--- src/rtl/calc_pkg.sv ---
// Shared constants and types for the calculator character interface:
// ASCII codes, the serializer state encoding and the double-dabble digit adjust.
package calc_pkg;

    localparam logic [7:0] CH_ZERO  = 8'h30;
    localparam logic [7:0] CH_MINUS = 8'h2D;
    localparam logic [7:0] CH_HASH  = 8'h23;

    typedef enum logic [2:0] {
        ST_IDLE,
        ST_CONV,
        ST_SIGN,
        ST_SKIP,
        ST_EMIT,
        ST_TERM,
        ST_FIN
    } ser_state_t;

    // Shift-add-3 correction applied to a BCD digit before each left shift.
    function automatic logic [3:0] dabble_adj(input logic [3:0] d);
        return (d >= 4'd5) ? (d + 4'd3) : d;
    endfunction

endpackage

--- src/rtl/bin2bcd_seq.sv ---
// Sequential binary-to-BCD converter (double-dabble), one input bit per cycle, MSB first.
// The first shift happens on the accepting edge, so a conversion takes exactly WIDTH cycles.
module bin2bcd_seq
    import calc_pkg::*;
#(
    parameter int WIDTH  = 16,
    parameter int DIGITS = 5
) (
    input  logic                  clk,
    input  logic                  rst,
    input  logic                  start,
    input  logic [WIDTH-1:0]      value,
    output logic                  busy,
    output logic                  ready,
    output logic [DIGITS*4-1:0]   bcd
);

    localparam int CNT_W = $clog2(WIDTH + 1);

    logic [WIDTH-1:0]    bin_q, bin_d;
    logic [DIGITS*4-1:0] bcd_q, bcd_d;
    logic [CNT_W-1:0]    rem_q, rem_d;
    logic                busy_q, busy_d;
    logic                ready_q, ready_d;

    logic [DIGITS*4-1:0] src;
    logic [DIGITS*4-1:0] shifted;
    logic [3:0]          nib;
    logic                carry;

    always_ff @(posedge clk) begin
        if (rst) begin
            bin_q   <= '0;
            bcd_q   <= '0;
            rem_q   <= '0;
            busy_q  <= 1'b0;
            ready_q <= 1'b0;
        end else begin
            bin_q   <= bin_d;
            bcd_q   <= bcd_d;
            rem_q   <= rem_d;
            busy_q  <= busy_d;
            ready_q <= ready_d;
        end
    end

    // Adjust every digit, then shift the whole BCD vector left by one with the next binary bit.
    always_comb begin
        src     = busy_q ? bcd_q : '0;
        carry   = busy_q ? bin_q[WIDTH-1] : value[WIDTH-1];
        shifted = '0;
        nib     = '0;
        for (int i = 0; i < DIGITS; i++) begin
            nib                = dabble_adj(src[i*4 +: 4]);
            shifted[i*4 +: 4]  = {nib[2:0], carry};
            carry              = nib[3];
        end
    end

    always_comb begin
        bin_d   = bin_q;
        bcd_d   = bcd_q;
        rem_d   = rem_q;
        busy_d  = busy_q;
        ready_d = ready_q;
        if (busy_q) begin
            bcd_d = shifted;
            bin_d = bin_q << 1;
            rem_d = rem_q - 1'b1;
            if (rem_q == CNT_W'(1)) begin
                busy_d  = 1'b0;
                ready_d = 1'b1;
            end
        end else if (start) begin
            bcd_d   = shifted;
            bin_d   = value << 1;
            rem_d   = CNT_W'(WIDTH - 1);
            busy_d  = (WIDTH > 1);
            ready_d = (WIDTH == 1);
        end
    end

    assign busy  = busy_q;
    assign ready = ready_q;
    assign bcd   = bcd_q;

endmodule

--- src/rtl/result_char_serializer.sv ---
// Streams a binary result as ASCII decimal, MSD first, terminated by TERM_CHAR.
// Define NEG_SIGN_EN to treat result as two's complement and prefix negatives with '-'.
//
//  state | meaning
//  IDLE  | waiting for start; captures result
//  CONV  | double-dabble conversion running
//  SIGN  | presenting '-' (NEG_SIGN_EN only)
//  SKIP  | stepping the digit pointer past leading zeros
//  EMIT  | presenting digit at pointer
//  TERM  | presenting terminator
//  FIN   | one-cycle done pulse
module result_char_serializer
    import calc_pkg::*;
#(
    parameter int         WIDTH     = 16,
    parameter int         DIGITS    = 5,
    parameter logic [7:0] TERM_CHAR = CH_HASH
) (
    input  logic             clk,
    input  logic             rst,
    input  logic             start,
    input  logic [WIDTH-1:0] result,
    output logic             busy,
    output logic             out_valid,
    input  logic             out_ready,
    output logic [7:0]       out_char,
    output logic             done
);

    localparam int MIN_DIGITS = (WIDTH * 30103 + 99999) / 100000;
    localparam int PTR_W      = (DIGITS > 1) ? $clog2(DIGITS) : 1;
    localparam logic [PTR_W-1:0] PTR_TOP = PTR_W'(DIGITS - 1);

    if (DIGITS < MIN_DIGITS) begin : g_digits_check
        $error("result_char_serializer: DIGITS too small to hold a WIDTH-bit value");
    end

    ser_state_t          state_q, state_d;
    logic [PTR_W-1:0]    ptr_q, ptr_d;
    logic                out_valid_q, out_valid_d;
    logic [7:0]          out_char_q, out_char_d;

    logic [WIDTH-1:0]    magnitude;
    logic [DIGITS*4-1:0] bcd_digits;
    logic                bcd_start, bcd_busy, bcd_ready;
    logic                handshake;
    logic                skip_more;
    logic [3:0]          cur_digit, out_digit;

`ifdef NEG_SIGN_EN
    logic neg_q, neg_d;
    // Negating the most-negative value wraps back to 2^(WIDTH-1), which is its correct magnitude.
    assign magnitude = result[WIDTH-1] ? (~result + 1'b1) : result;
`else
    assign magnitude = result;
`endif

    assign bcd_start = (state_q == ST_IDLE) && start && !bcd_busy;
    assign handshake = out_valid_q && out_ready;
    assign cur_digit = bcd_digits[{ptr_q, 2'b00} +: 4];
    assign out_digit = bcd_digits[{ptr_d, 2'b00} +: 4];
    assign skip_more = (cur_digit == 4'd0) && (ptr_q != '0);

    bin2bcd_seq #(
        .WIDTH  (WIDTH),
        .DIGITS (DIGITS)
    ) u_bin2bcd (
        .clk    (clk),
        .rst    (rst),
        .start  (bcd_start),
        .value  (magnitude),
        .busy   (bcd_busy),
        .ready  (bcd_ready),
        .bcd    (bcd_digits)
    );

    always_ff @(posedge clk) begin
        if (rst) begin
            state_q     <= ST_IDLE;
            ptr_q       <= '0;
            out_valid_q <= 1'b0;
            out_char_q  <= 8'h00;
`ifdef NEG_SIGN_EN
            neg_q       <= 1'b0;
`endif
        end else begin
            state_q     <= state_d;
            ptr_q       <= ptr_d;
            out_valid_q <= out_valid_d;
            out_char_q  <= out_char_d;
`ifdef NEG_SIGN_EN
            neg_q       <= neg_d;
`endif
        end
    end

    // Leaving CONV or SIGN already evaluates the top slot, so a nonzero MSD costs no SKIP cycle.
    always_comb begin
        state_d = state_q;
        ptr_d   = ptr_q;
`ifdef NEG_SIGN_EN
        neg_d   = neg_q;
`endif
        case (state_q)
            ST_IDLE: begin
                if (bcd_start) begin
                    state_d = ST_CONV;
                    ptr_d   = PTR_TOP;
`ifdef NEG_SIGN_EN
                    neg_d   = result[WIDTH-1];
`endif
                end
            end
            ST_CONV: begin
                if (bcd_ready) begin
`ifdef NEG_SIGN_EN
                    if (neg_q) begin
                        state_d = ST_SIGN;
                    end else
`endif
                    if (skip_more) begin
                        state_d = ST_SKIP;
                        ptr_d   = ptr_q - 1'b1;
                    end else begin
                        state_d = ST_EMIT;
                    end
                end
            end
`ifdef NEG_SIGN_EN
            ST_SIGN: begin
                if (handshake) begin
                    if (skip_more) begin
                        state_d = ST_SKIP;
                        ptr_d   = ptr_q - 1'b1;
                    end else begin
                        state_d = ST_EMIT;
                    end
                end
            end
`endif
            ST_SKIP: begin
                if (skip_more) begin
                    ptr_d = ptr_q - 1'b1;
                end else begin
                    state_d = ST_EMIT;
                end
            end
            ST_EMIT: begin
                if (handshake) begin
                    if (ptr_q == '0) begin
                        state_d = ST_TERM;
                    end else begin
                        ptr_d = ptr_q - 1'b1;
                    end
                end
            end
            ST_TERM: begin
                if (handshake) begin
                    state_d = ST_FIN;
                end
            end
            ST_FIN:  state_d = ST_IDLE;
            default: state_d = ST_IDLE;
        endcase
    end

    // The character register is loaded from the next state so out_valid never bubbles between chars.
    always_comb begin
        busy        = (state_q != ST_IDLE);
        done        = (state_q == ST_FIN);
        out_valid_d = 1'b0;
        out_char_d  = 8'h00;
        case (state_d)
`ifdef NEG_SIGN_EN
            ST_SIGN: begin
                out_valid_d = 1'b1;
                out_char_d  = CH_MINUS;
            end
`endif
            ST_EMIT: begin
                out_valid_d = 1'b1;
                out_char_d  = CH_ZERO + {4'h0, out_digit};
            end
            ST_TERM: begin
                out_valid_d = 1'b1;
                out_char_d  = TERM_CHAR;
            end
            default: ;
        endcase
    end

    assign out_valid = out_valid_q;
    assign out_char  = out_char_q;

endmodule
--- config.mk ---
export PLATFORM = sky130hd
export DESIGN_NAME = result_char_serializer
export DESIGN_NICKNAME = d
export VERILOG_FILES = /design/src/rtl/calc_pkg.sv /design/src/rtl/bin2bcd_seq.sv /design/src/rtl/result_char_serializer.sv
export SDC_FILE = /design/constraint.sdc
export NUM_CORES = 1
export LEC_CHECK = 0
export ABC_CLOCK_PERIOD_IN_PS = 2800
export BUFFER_PORTS_ARGS = -buffer_cell sky130_fd_sc_hd__buf_2
export CAP_MARGIN = 15
export CORE_MARGIN = 2
export CORE_UTILIZATION = 47
export DETAILED_ROUTE_END_ITERATION = 16
export GPL_TIMING_DRIVEN = 0
export PLACE_DENSITY = 0.67
export SLEW_MARGIN = 10
export SYNTH_ARGS = -nofsm -noshare
export SYNTH_HDL_FRONTEND = slang
export SYNTH_SLANG_ARGS = --single-unit
--- constraint.sdc ---
create_clock -name clk -period 2.8 [get_ports clk]
set_input_delay 0.28 -clock clk [delete_from_list [all_inputs] [get_ports clk]]
set_output_delay 0.28 -clock clk [all_outputs]
set_load 0.02 [all_outputs]
==> summary.md, run 1 <==
| Metric | Value |
|---|---|
| Sink of the worst hold path | `u_bin2bcd.bin_q[1]` |
| First-pass GRT wire length | `12.1 mm` |
| DRT antenna net count | `0` |
| Final nets | `452` |
| Die width | `85.3 um` |
| Hold depth | `3` |
| Largest family of logic cells by synthesized area | `compound AO/OA/AOI/OAI gates` |
| Worst EP arrival | `2.79 ns` |
| Synth Area in XOR/XNOR | `2.82%` |
| Vias in the first global route | `2564` |
| CTS clk-pin slew, worst paths | `0.10 ns` |
| Buffers on Ports | `28` |
| Sequential-to-total area share from yosys stat | `34.8%` |
| Slew Viols, Final | `0` |
| Initial Util | `48.9%` |
| FF-to-FF path depth | `10` |
| Clock buffer count from CTS | `5` |
| 1st-pass router iterations | `4` |
| Slowest-stage cell, CP | `nor2b_1` |
| Number of flops mapped to enable cells by yosys | `0` |
| H-tree level count | `2` |
| Clock Tree Buf Depth | `2` |
| Post-DP Area | `3340 um^2` |
| Routed len/inst | `14.3 um` |
| Seq cells post-synth | `54` |
| Vias per Instance | `5.62` |
| Largest area contributor in the netlist | `dfxtp_1` |
| # IOs | `31` |
| Detailed Route Iter0 Violations | `133` |
| GR Util All Layers | `20.4%` |
| Mapped Cells | `383` |
| Ys Warns | `0` |
| Synth Area in Adders | `5.65%` |
| Top cell type's share of synthesized area | `34.8%` |
| Peak VDD IR | `0.000406 V` |
| R2R Path Start | `ptr_q[0]` |
| Clock Sinks | `54` |
| Setup TNS | `0 ns` |
| Worst EP required | `3.04 ns` |
| CP Class | `flip-flop to flip-flop` |
| CP Capture Type | `flip-flop` |
| Final Cycle Share | `90.9%` |
| Slowest Stage Delay on Critical Path | `0.43 ns` |
| Status | `finished, final reports clean` |
| Synth async-reset ratio | `0%` |
| DIE HEIGHT | `85.3 um` |
| Initial antenna violation count | `0` |
| Max_cap viols | `0` |
| Min Tclk post-route | `2.54 ns` |
| Critical-path cell list | `inv_2 -> ha_1 -> nor2b_1 -> nor4_1 -> o21ai_0 -> and3_1 -> nand2_1 -> mux2i_1 -> a211o_1 -> a21oi_1` |
| Commonest non-fill, non-tap cells in the layout | `dfxtp_1 (54), nor2_1 (44), a21oi_1 (33), buf_2 (30), nand2_1 (28)` |
| Largest net degree at the start of global routing | `18` |
| Worst-Skew Late Latency | `0.32 ns` |
| CP Max Fanout | `8` |
| Reg2reg end | `out_char[1]` |
| Worst slew pin tran | `0.725 ns` |
| Post-detail-place hpwl | `5.42 mm` |
| Synth top area cells | `dfxtp_1 (35%), mux2i_1 (7.4%), ha_1 (5.6%), a21oi_1 (5.3%), nor2_1 (5.3%)` |
| Main flop type after synthesis | `dfxtp_1` |
| Post-Synthesis Cell Area | `3100 um^2` |
| Leakage | `1.32 nW` |
| Gpl congestion | `0.869` |
| Critical path launch point type | `flip-flop` |
| DRT Wirelength | `7.09 mm` |
| Final setup viols | `0` |
| Hold Vio Cnt, Final | `0` |
| Simple-gate area share of the yosys netlist | `20.0%` |
| Cell family with the largest share of critical-path delay | `simple AND/OR/NAND/NOR gates` |
| Core area | `6350 um^2` |
| Worst hold path class | `input port to flip-flop` |
| Most common cell after layout, fill and taps aside | `dfxtp_1` |
| Layout cells sized above 1 | `13.6%` |
| Syn-to-layout area delta | `10.9%` |
| Die area | `7270 um^2` |
| Avg Synthesized Cell Area | `8.10 um^2` |
| N_diodes | `0` |
| Highest clock rate | `393 MHz` |
| Residual DRC count | `0` |
| Final Cell Area | `3440 um^2` |
| Clk Tree Root Cell | `clkbuf_8` |
| Total grt overflow | `0` |
| Post-synthesis compound-gate area fraction | `22.7%` |
| Via count | `2789` |
| Worst R2R Setup Slack | `0.26 ns` |
| Clock skew | `0.0134 ns` |
| Power per cell area | `491 nW/um^2` |
| Mux contribution to synthesized area | `8.51%` |
| WP buf/inv | `1` |
| Rows | `29` |
| CTS tree | `built` |
| RSZ-0062 raised after global routing | `false` |
| Synth unique cells | `51` |
| Worst rel slew slack | `51.7%` |
| Worst hold start | `result[0]` |
-- repair_timing --
| item | in CTS | in global routing |
|---|---|---|
| cloned | 0 | 0 |
| buffers inserted | 0 | 0 |
| hold buffers | 0 | 0 |
| resized for setup | 1 | 2 |
| endpoints found under the setup margin | 1 | 6 |
| endpoints found under the hold margin | 0 | 0 |
-- cell type report --
cell class	instances	area, um^2
Multi-Input combinational cell	289	1860
Timing Repair Buffer	28	140
Inverter	17	63.8
Clock inverter	2	17.5
Fill cell	595	2910
Clock buffer	6	82.6
Sequential cell	54	1080
Buffer	23	101
Tap cell	77	96.3
-- per-stage QoR --
| step | instances | utilization [%] | hold slack (ns) | power [mW] | worst slack, ns |
|---|---|---|---|---|---|
| 6_report | 496 | 54.2 | 0.194 | 1.69 | 0.256 |
| 2_1_floorplan | 384 | - | 0.428 | 1.14 | 0.615 |
| 3_5_place_dp | 489 | 52.7 | 0.493 | 1.24 | 0.0393 |
| 5_1_grt | 496 | 54.2 | 0.235 | 1.78 | 0.0588 |
| 4_1_cts | 497 | 54.2 | 0.205 | 1.70 | 0.198 |
| 3_3_place_gp | 489 | 52.7 | 0.485 | 1.23 | 0.0734 |
-- cells in the mapped netlist, drive strengths merged (4+ instances only) --
| cell type | count |
|---|---|
| mux2i | 23 |
| nand2 | 29 |
| clkbuf | 19 |
| a21boi | 6 |
| a31oi | 5 |
| buf | 5 |
| o21ai | 24 |
| xnor2 | 6 |
| nor2b | 4 |
| a22oi | 4 |
| inv | 17 |
| nor2 | 45 |
| nor3b | 6 |
| nor3 | 4 |
| a21oi | 34 |
| nor4 | 7 |
| dfxtp | 54 |
| nand2b | 5 |
| xor2 | 4 |
| nand3 | 13 |
| a211oi | 18 |
| ha | 14 |
-- logic make-up after synthesis --
| group | count (synthesis) |
|---|---|
| flip-flops | 54 |
| adder cells (fa/ha/maj) | 14 |
| AND/OR/NAND/NOR | 128 |
| other | 1 |
| AO/OA/AOI/OAI | 109 |
| multiplexers | 26 |
| buffers and inverters | 41 |
| XOR/XNOR | 10 |
-- where the power goes --
part           total, mW  switching [mW]  internal [mW]
registers          0.853          0.0332          0.820
logic              0.366           0.231          0.135
clock network      0.468           0.264          0.204
-- how the worst max path moves through the flow --
| stage | from | end | slack [ns] | cells after the start |
|---|---|---|---|---|
| finish | ptr_q[0] | out_char[1] | 0.26 | 10 |
| detailed placement | u_bin2bcd.busy | u_bin2bcd.bcd[14] | 0.04 | 11 |
| floorplan | u_bin2bcd.busy | u_bin2bcd.bcd[6] | 0.62 | 11 |
| global route | ptr_q[0] | out_char[3] | 0.06 | 9 |
| CTS | u_bin2bcd.busy | u_bin2bcd.bcd[2] | 0.20 | 11 |
| global placement | u_bin2bcd.busy | u_bin2bcd.bcd[14] | 0.07 | 11 |
-- sequential cells by signal, indices dropped and copies added (netlist names) --
| signal | count |
|---|---|
| u_bin2bcd.bcd | 20 |
| u_bin2bcd.bin_q | 15 |
| out_char | 5 |
| state_q | 3 |
| out_valid | 1 |
| ptr_q | 3 |
| u_bin2bcd.ready | 1 |
| u_bin2bcd.rem_q | 5 |
| u_bin2bcd.busy | 1 |
-- layer usage --
layer	vias to the layer above	wire length, um	GRT usage, %
li1	1428	-	-
met1	1293	3530	28.8
met2	53	3150	31.7
met3	15	254	3.99
met4	0	149	6.20
met5	-	0	0
-- worst register-to-register path, delay by kind of cell, from the launching register on --
family	cells	cell delay [ns]
adders and majority gates	1	0.20
muxes	1	0.16
AOI/OAI and AO/OA	3	0.59
buffers and inverters	1	0.15
and+or+nand+nor	4	0.94
DFF	1	0.42
Note: power is estimated with default switching activity, not from simulation.
==> run 2: changes to the inputs <==
- CTS_BUF_LIST: not set -> sky130_fd_sc_hd__clkbuf_16
- REMOVE_ABC_BUFFERS: not set -> 1
==> run 2 against run 1 <==
Global-route usage fell by 0.88 points. Critical endpoint is now out_char[3]. Register-to-register slack improved by 0.05 ns. Final area down 0.29%. Clock skew is 0.0093 ns lower. Setup slack improved by 0.052 ns. Total power grew 8.5%. Sequential power grew 2.9%. Utilization fell by 0.16 points. Sequential share of layout area increased by 0.24 points. Die area stayed put. Combinational power is 9.3% lower.
==> summary.md, run 2 (same netlist as run 1, synthesis figures left out) <==
| Metric | Value |
|---|---|
| Post-detail-place hpwl | `4.79 mm` |
| Clock Tree Buf Depth | `2` |
| Core Util, Final | `54.0%` |
| Routed len/inst | `14.3 um` |
| Max_cap viols | `0` |
| Syn-to-layout area delta | `10.6%` |
| Final setup viols | `0` |
| Buffers on Ports | `28` |
| CP Capture Type | `flip-flop` |
| # IOs | `31` |
| PnR Total Power | `1.83 mW` |
| Power per cell area | `534 nW/um^2` |
| Multi-input logic area | `1860 um^2` |
| DRT Wirelength | `6.80 mm` |
| Status | `finished, final reports clean` |
| Worst EP arrival | `2.70 ns` |
| Worst hold start | `result[0]` |
| Commonest non-fill, non-tap cells in the layout | `dfxtp_1 (52), nor2_1 (44), a21oi_1 (32), nand2_1 (28), buf_2 (28)` |
| Post-CTS setup buffers | `0` |
| R2R Path Start | `ptr_q[1]` |
| Min Tclk post-route | `2.49 ns` |
| Reg2reg end | `out_char[3]` |
| Clock buffer count from CTS | `5` |
| Total grt overflow | `0` |
| Hold depth | `3` |
| Vias in the first global route | `2495` |
| Fillers | `597` |
| N_diodes | `0` |
| Layout cells sized above 1 | `14.1%` |
| Critical path launch point type | `flip-flop` |
| 1st-pass router iterations | `4` |
| Residual DRC count | `0` |
| Gpl congestion | `0.949` |
| Initial Util | `48.9%` |
| DRT antenna net count | `0` |
| Register area | `1090 um^2` |
| Largest net degree at the start of global routing | `50` |
| CP Class | `flip-flop to flip-flop` |
| RSZ-0062 raised after global routing | `false` |
| Hold Vio Cnt, Final | `0` |
| GR Util All Layers | `19.6%` |
| Max reg flops | `20` |
| CTS clk-pin slew, worst paths | `0.07 ns` |
| Worst EP required | `3.01 ns` |
| Clock skew | `0.00404 ns` |
| Slew Viols, Final | `0` |
| Post-DP Area | `3280 um^2` |
| Via count | `2749` |
| Highest clock rate | `401 MHz` |
| Final nets | `431` |
| Worst slew pin tran | `0.917 ns` |
| Sink of the worst hold path | `u_bin2bcd.bin_q[1]` |
| Worst hold path class | `input port to flip-flop` |
| Core area | `6350 um^2` |
| Peak VDD IR | `0.000361 V` |
| Final Cell Area | `3430 um^2` |
| DIE HEIGHT | `85.3 um` |
| Worst rel slew slack | `38.9%` |
| CP Max Fanout | `10` |
| Worst R2R Setup Slack | `0.31 ns` |
| Rows | `29` |
| Worst-Skew Late Latency | `0.29 ns` |
| Most common cell after layout, fill and taps aside | `dfxtp_1` |
| Die area | `7270 um^2` |
| FF-to-FF path depth | `10` |
| Final Cycle Share | `89.0%` |
| Leakage | `1.30 nW` |
| Detailed Route Iter0 Violations | `145` |
| Clock Sinks | `54` |
| CTS tree | `built` |
| Clk Tree Root Cell | `clkbuf_16` |
| Vias per Instance | `5.79` |
| Die width | `85.3 um` |
| First-pass GRT wire length | `11.6 mm` |
| Initial antenna violation count | `0` |
| H-tree level count | `2` |
run 2: per-layer routing:
layer | GRT usage, % | share of wire [%]
met5 | 0 | 0
met4 | 6.35 | 1.7
met3 | 3.79 | 4.1
met2 | 32.0 | 46
met1 | 26.0 | 48
run 2: worst max path at each step:
stage | cells past startpoint | endpoint | startpoint
final | 10 | out_char[3] | ptr_q[1]
after global routing | 9 | out_char[1] | u_bin2bcd.busy
after CTS | 9 | out_char[3] | ptr_q[0]
after detailed placement | 9 | out_char[3] | ptr_q[0]
after global placement | 4 | u_bin2bcd.rem_q[3] | u_bin2bcd.busy
after floorplan | 8 | out_char[1] | u_bin2bcd.busy
run 2: repair_timing:
action	4_1_cts	5_1_grt
resized for setup	0	3
setup endpoints to repair	0	3
hold buffers	0	0
run 2: worst max-delay path, stage by stage, from the launching register on:
cell and delay (ns):
dfxtp_1 0.46, inv_1 0.13, ha_1 0.22, nor2b_2 0.20, o21ai_0 0.18, a21oi_1 0.09, o22ai_1 0.26, o211ai_4 0.22
mux2i_1 0.17, mux2_2 0.28, o21ai_1 0.19
run 2: cell type report:
type / count / share of cell area (%)
clock buffers: 5 / 3.65
clock inverters: 3 / 0.584
inverters: 17 / 1.86
multi-input cells: 289 / 54.3
flip-flops and latches: 54 / 31.7
well taps: 77 / 2.81
repair buffers: 30 / 5.11
run 2: through the flow:
step	std cells	TNS, ns	hold slack, ns	setup WS [ns]
2_1_floorplan	360	0	0.349	0.0134
3_3_place_gp	465	-14.37	0.485	-0.783
3_5_place_dp	467	0	0.497	0.241
4_1_cts	475	0	0.231	0.219
5_1_grt	475	0	0.243	0.0408
6_report	475	0	0.229	0.308
run 2: report_power, final:
group | switching, mW | internal [mW] | total [mW] | leakage (nW)
Sequential | 0.0572 | 0.821 | 0.878 | 0.442
Clock | 0.289 | 0.332 | 0.621 | 0.0679
Combinational | 0.198 | 0.134 | 0.332 | 0.794
Total | 0.544 | 1.29 | 1.83 | 1.30
==> run 3: changes to the inputs <==
- CTS_BUF_LIST: sky130_fd_sc_hd__clkbuf_16 -> not set
==> run 3 against run 2 <==
Hold slack lost 0.021 ns. Non-clock buffer count is the same. Clock skew is 0.0013 ns higher. First-iteration DRC count is 1.4% higher. Sequential power about the same. Wire length fell by 0.60%. Setup slack got worse by 0.0056 ns. Sequential share of layout area increased by 0.43 points. Clock-buffer cell count rose by 1. Global-route usage decreased by 0.24 points. Utilization decreased by 0.73 points. Critical path type unchanged.
==> summary.md, run 3 (same netlist as run 1, synthesis figures left out) <==
| Metric | Value |
|---|---|
| Post-DP Area | `3280 um^2` |
| PnR Total Power | `1.68 mW` |
| Largest net degree at the start of global routing | `50` |
| Power per cell area | `497 nW/um^2` |
| RSZ-0062 raised after global routing | `false` |
| Status | `finished, final reports clean` |
| Worst R2R Setup Slack | `0.30 ns` |
| Buffers on Ports | `28` |
| Slowest Stage Delay on Critical Path | `0.46 ns` |
| Peak VDD IR | `0.000386 V` |
| Max_cap viols | `0` |
| Commonest non-fill, non-tap cells in the layout | `dfxtp_1 (52), nor2_1 (44), a21oi_1 (32), nand2_1 (28), buf_2 (28)` |
| Gpl congestion | `0.949` |
| Critical-path cell list | `inv_1 -> ha_1 -> nor2b_2 -> o21ai_0 -> a21oi_1 -> o22ai_1 -> o211ai_4 -> mux2i_1 -> mux2_2 -> o21ai_1` |
| First-pass GRT wire length | `11.5 mm` |
| CTS tree | `built` |
| DIE HEIGHT | `85.3 um` |
| Min Tclk post-route | `2.50 ns` |
| CTS clk-pin slew, worst paths | `0.10 ns` |
| Core area | `6350 um^2` |
| Detailed Route Iter0 Violations | `147` |
| Worst-Skew Late Latency | `0.31 ns` |
| Clk Tree Root Cell | `clkbuf_8` |
| Worst EP arrival | `2.72 ns` |
| Clock buffer count from CTS | `5` |
| Layout cells sized above 1 | `14.3%` |
| DRT antenna net count | `0` |
| CP Capture Type | `flip-flop` |
| Clock Sinks | `54` |
| Hold Vio Cnt, Final | `0` |
| DRT Wirelength | `6.76 mm` |
| Slew Viols, Final | `0` |
| Hold depth | `3` |
| Die width | `85.3 um` |
| Initial antenna violation count | `0` |
| Via count | `2750` |
| Most common cell after layout, fill and taps aside | `dfxtp_1` |
| CP Class | `flip-flop to flip-flop` |
| Syn-to-layout area delta | `9.07%` |
| Total grt overflow | `0` |
| Worst EP required | `3.03 ns` |
| Residual DRC count | `0` |
| Vias in the first global route | `2479` |
| Final nets | `431` |
| Final Cell Area | `3380 um^2` |
| Highest clock rate | `400 MHz` |
| Clock skew | `0.00538 ns` |
| Post-CTS setup buffers | `0` |
| Final setup viols | `0` |
| Routed len/inst | `14.2 um` |
| Critical path launch point type | `flip-flop` |
| N_diodes | `0` |
| # IOs | `31` |
| DP Worst Slack | `0.241 ns` |
| Rows | `29` |
| Worst Setup Slack, final | `0.302 ns` |
| Vias per Instance | `5.79` |
| Max reg flops | `20` |
| Initial Util | `48.9%` |
| Worst slew pin tran | `0.917 ns` |
| H-tree level count | `2` |
| Worst hold path class | `input port to flip-flop` |
| Final Cycle Share | `89.2%` |
| Worst rel slew slack | `38.9%` |
| Clock Tree Buf Depth | `2` |
| GR Util All Layers | `19.3%` |
| Die area | `7270 um^2` |
| Hold Slack | `0.207 ns` |
| FF-to-FF path depth | `10` |
| 1st-pass router iterations | `4` |
| Post-detail-place hpwl | `4.79 mm` |
| Leakage | `1.28 nW` |
| CP Max Fanout | `10` |
| Slowest-stage cell, CP | `dfxtp_1` |
==> run 3: per-layer routing <==
layer  up-vias  routed length (um)  global-route usage (%)
met4         0                  93                    6.35
met5         -                   0                       0
met1      1295                3280                    25.9
li1       1394                   -                       -
met2        52                3180                    31.7
met3         9                 202                    3.21
==> run 3: cell type report <==
type | instances | area (um^2)
clock buffers | 6 | 82.6
fillers | 602 | 2970
flip-flops and latches | 54 | 1090
inverters | 17 | 63.8
multi-input cells | 289 | 1860
repair buffers | 30 | 175
well taps | 77 | 96.3
clock inverters | 2 | 16.3
==> run 3: where the power goes <==
group	internal [mW]	leakage [nW]	total, mW	switching (mW)
Combinational	0.134	0.794	0.332	0.198
Clock	0.204	0.0478	0.473	0.269
Sequential	0.821	0.442	0.878	0.0573
Total	1.16	1.28	1.68	0.524
==> run 3: through the flow <==
step | util [%] | TNS [ns] | std cells
2_1_floorplan | - | 0 | 360
3_3_place_gp | 51.0 | -14.37 | 465
3_5_place_dp | 51.6 | 0 | 467
4_1_cts | 53.2 | 0 | 475
5_1_grt | 53.3 | 0 | 475
6_report | 53.3 | 0 | 475
==> run 3: final timing paths <==
| check | to | startpoint |
|---|---|---|
| max | out_char[3] | ptr_q[1] |
| min | u_bin2bcd.bin_q[1] | result[0] |
| min reg2reg | u_bin2bcd.bin_q[6] | u_bin2bcd.bin_q[6] |
| max reg2reg | out_char[3] | ptr_q[1] |
==> run 3: timing repair <==
action,in CTS,in global routing
hold endpoints to repair,0,0
hold buffers,0,0
resized for setup,0,3
endpoints found under the setup margin,0,3
==> run 3: worst max-delay path: cells and delay by family (launching register included) <==
kind	cells	cell delay [ns]
buffers and inverters	1	0.13
and+or+nand+nor	1	0.20
muxes	2	0.45
AOI/OAI and AO/OA	5	0.95
DFF	1	0.46
adders and majority gates	1	0.22
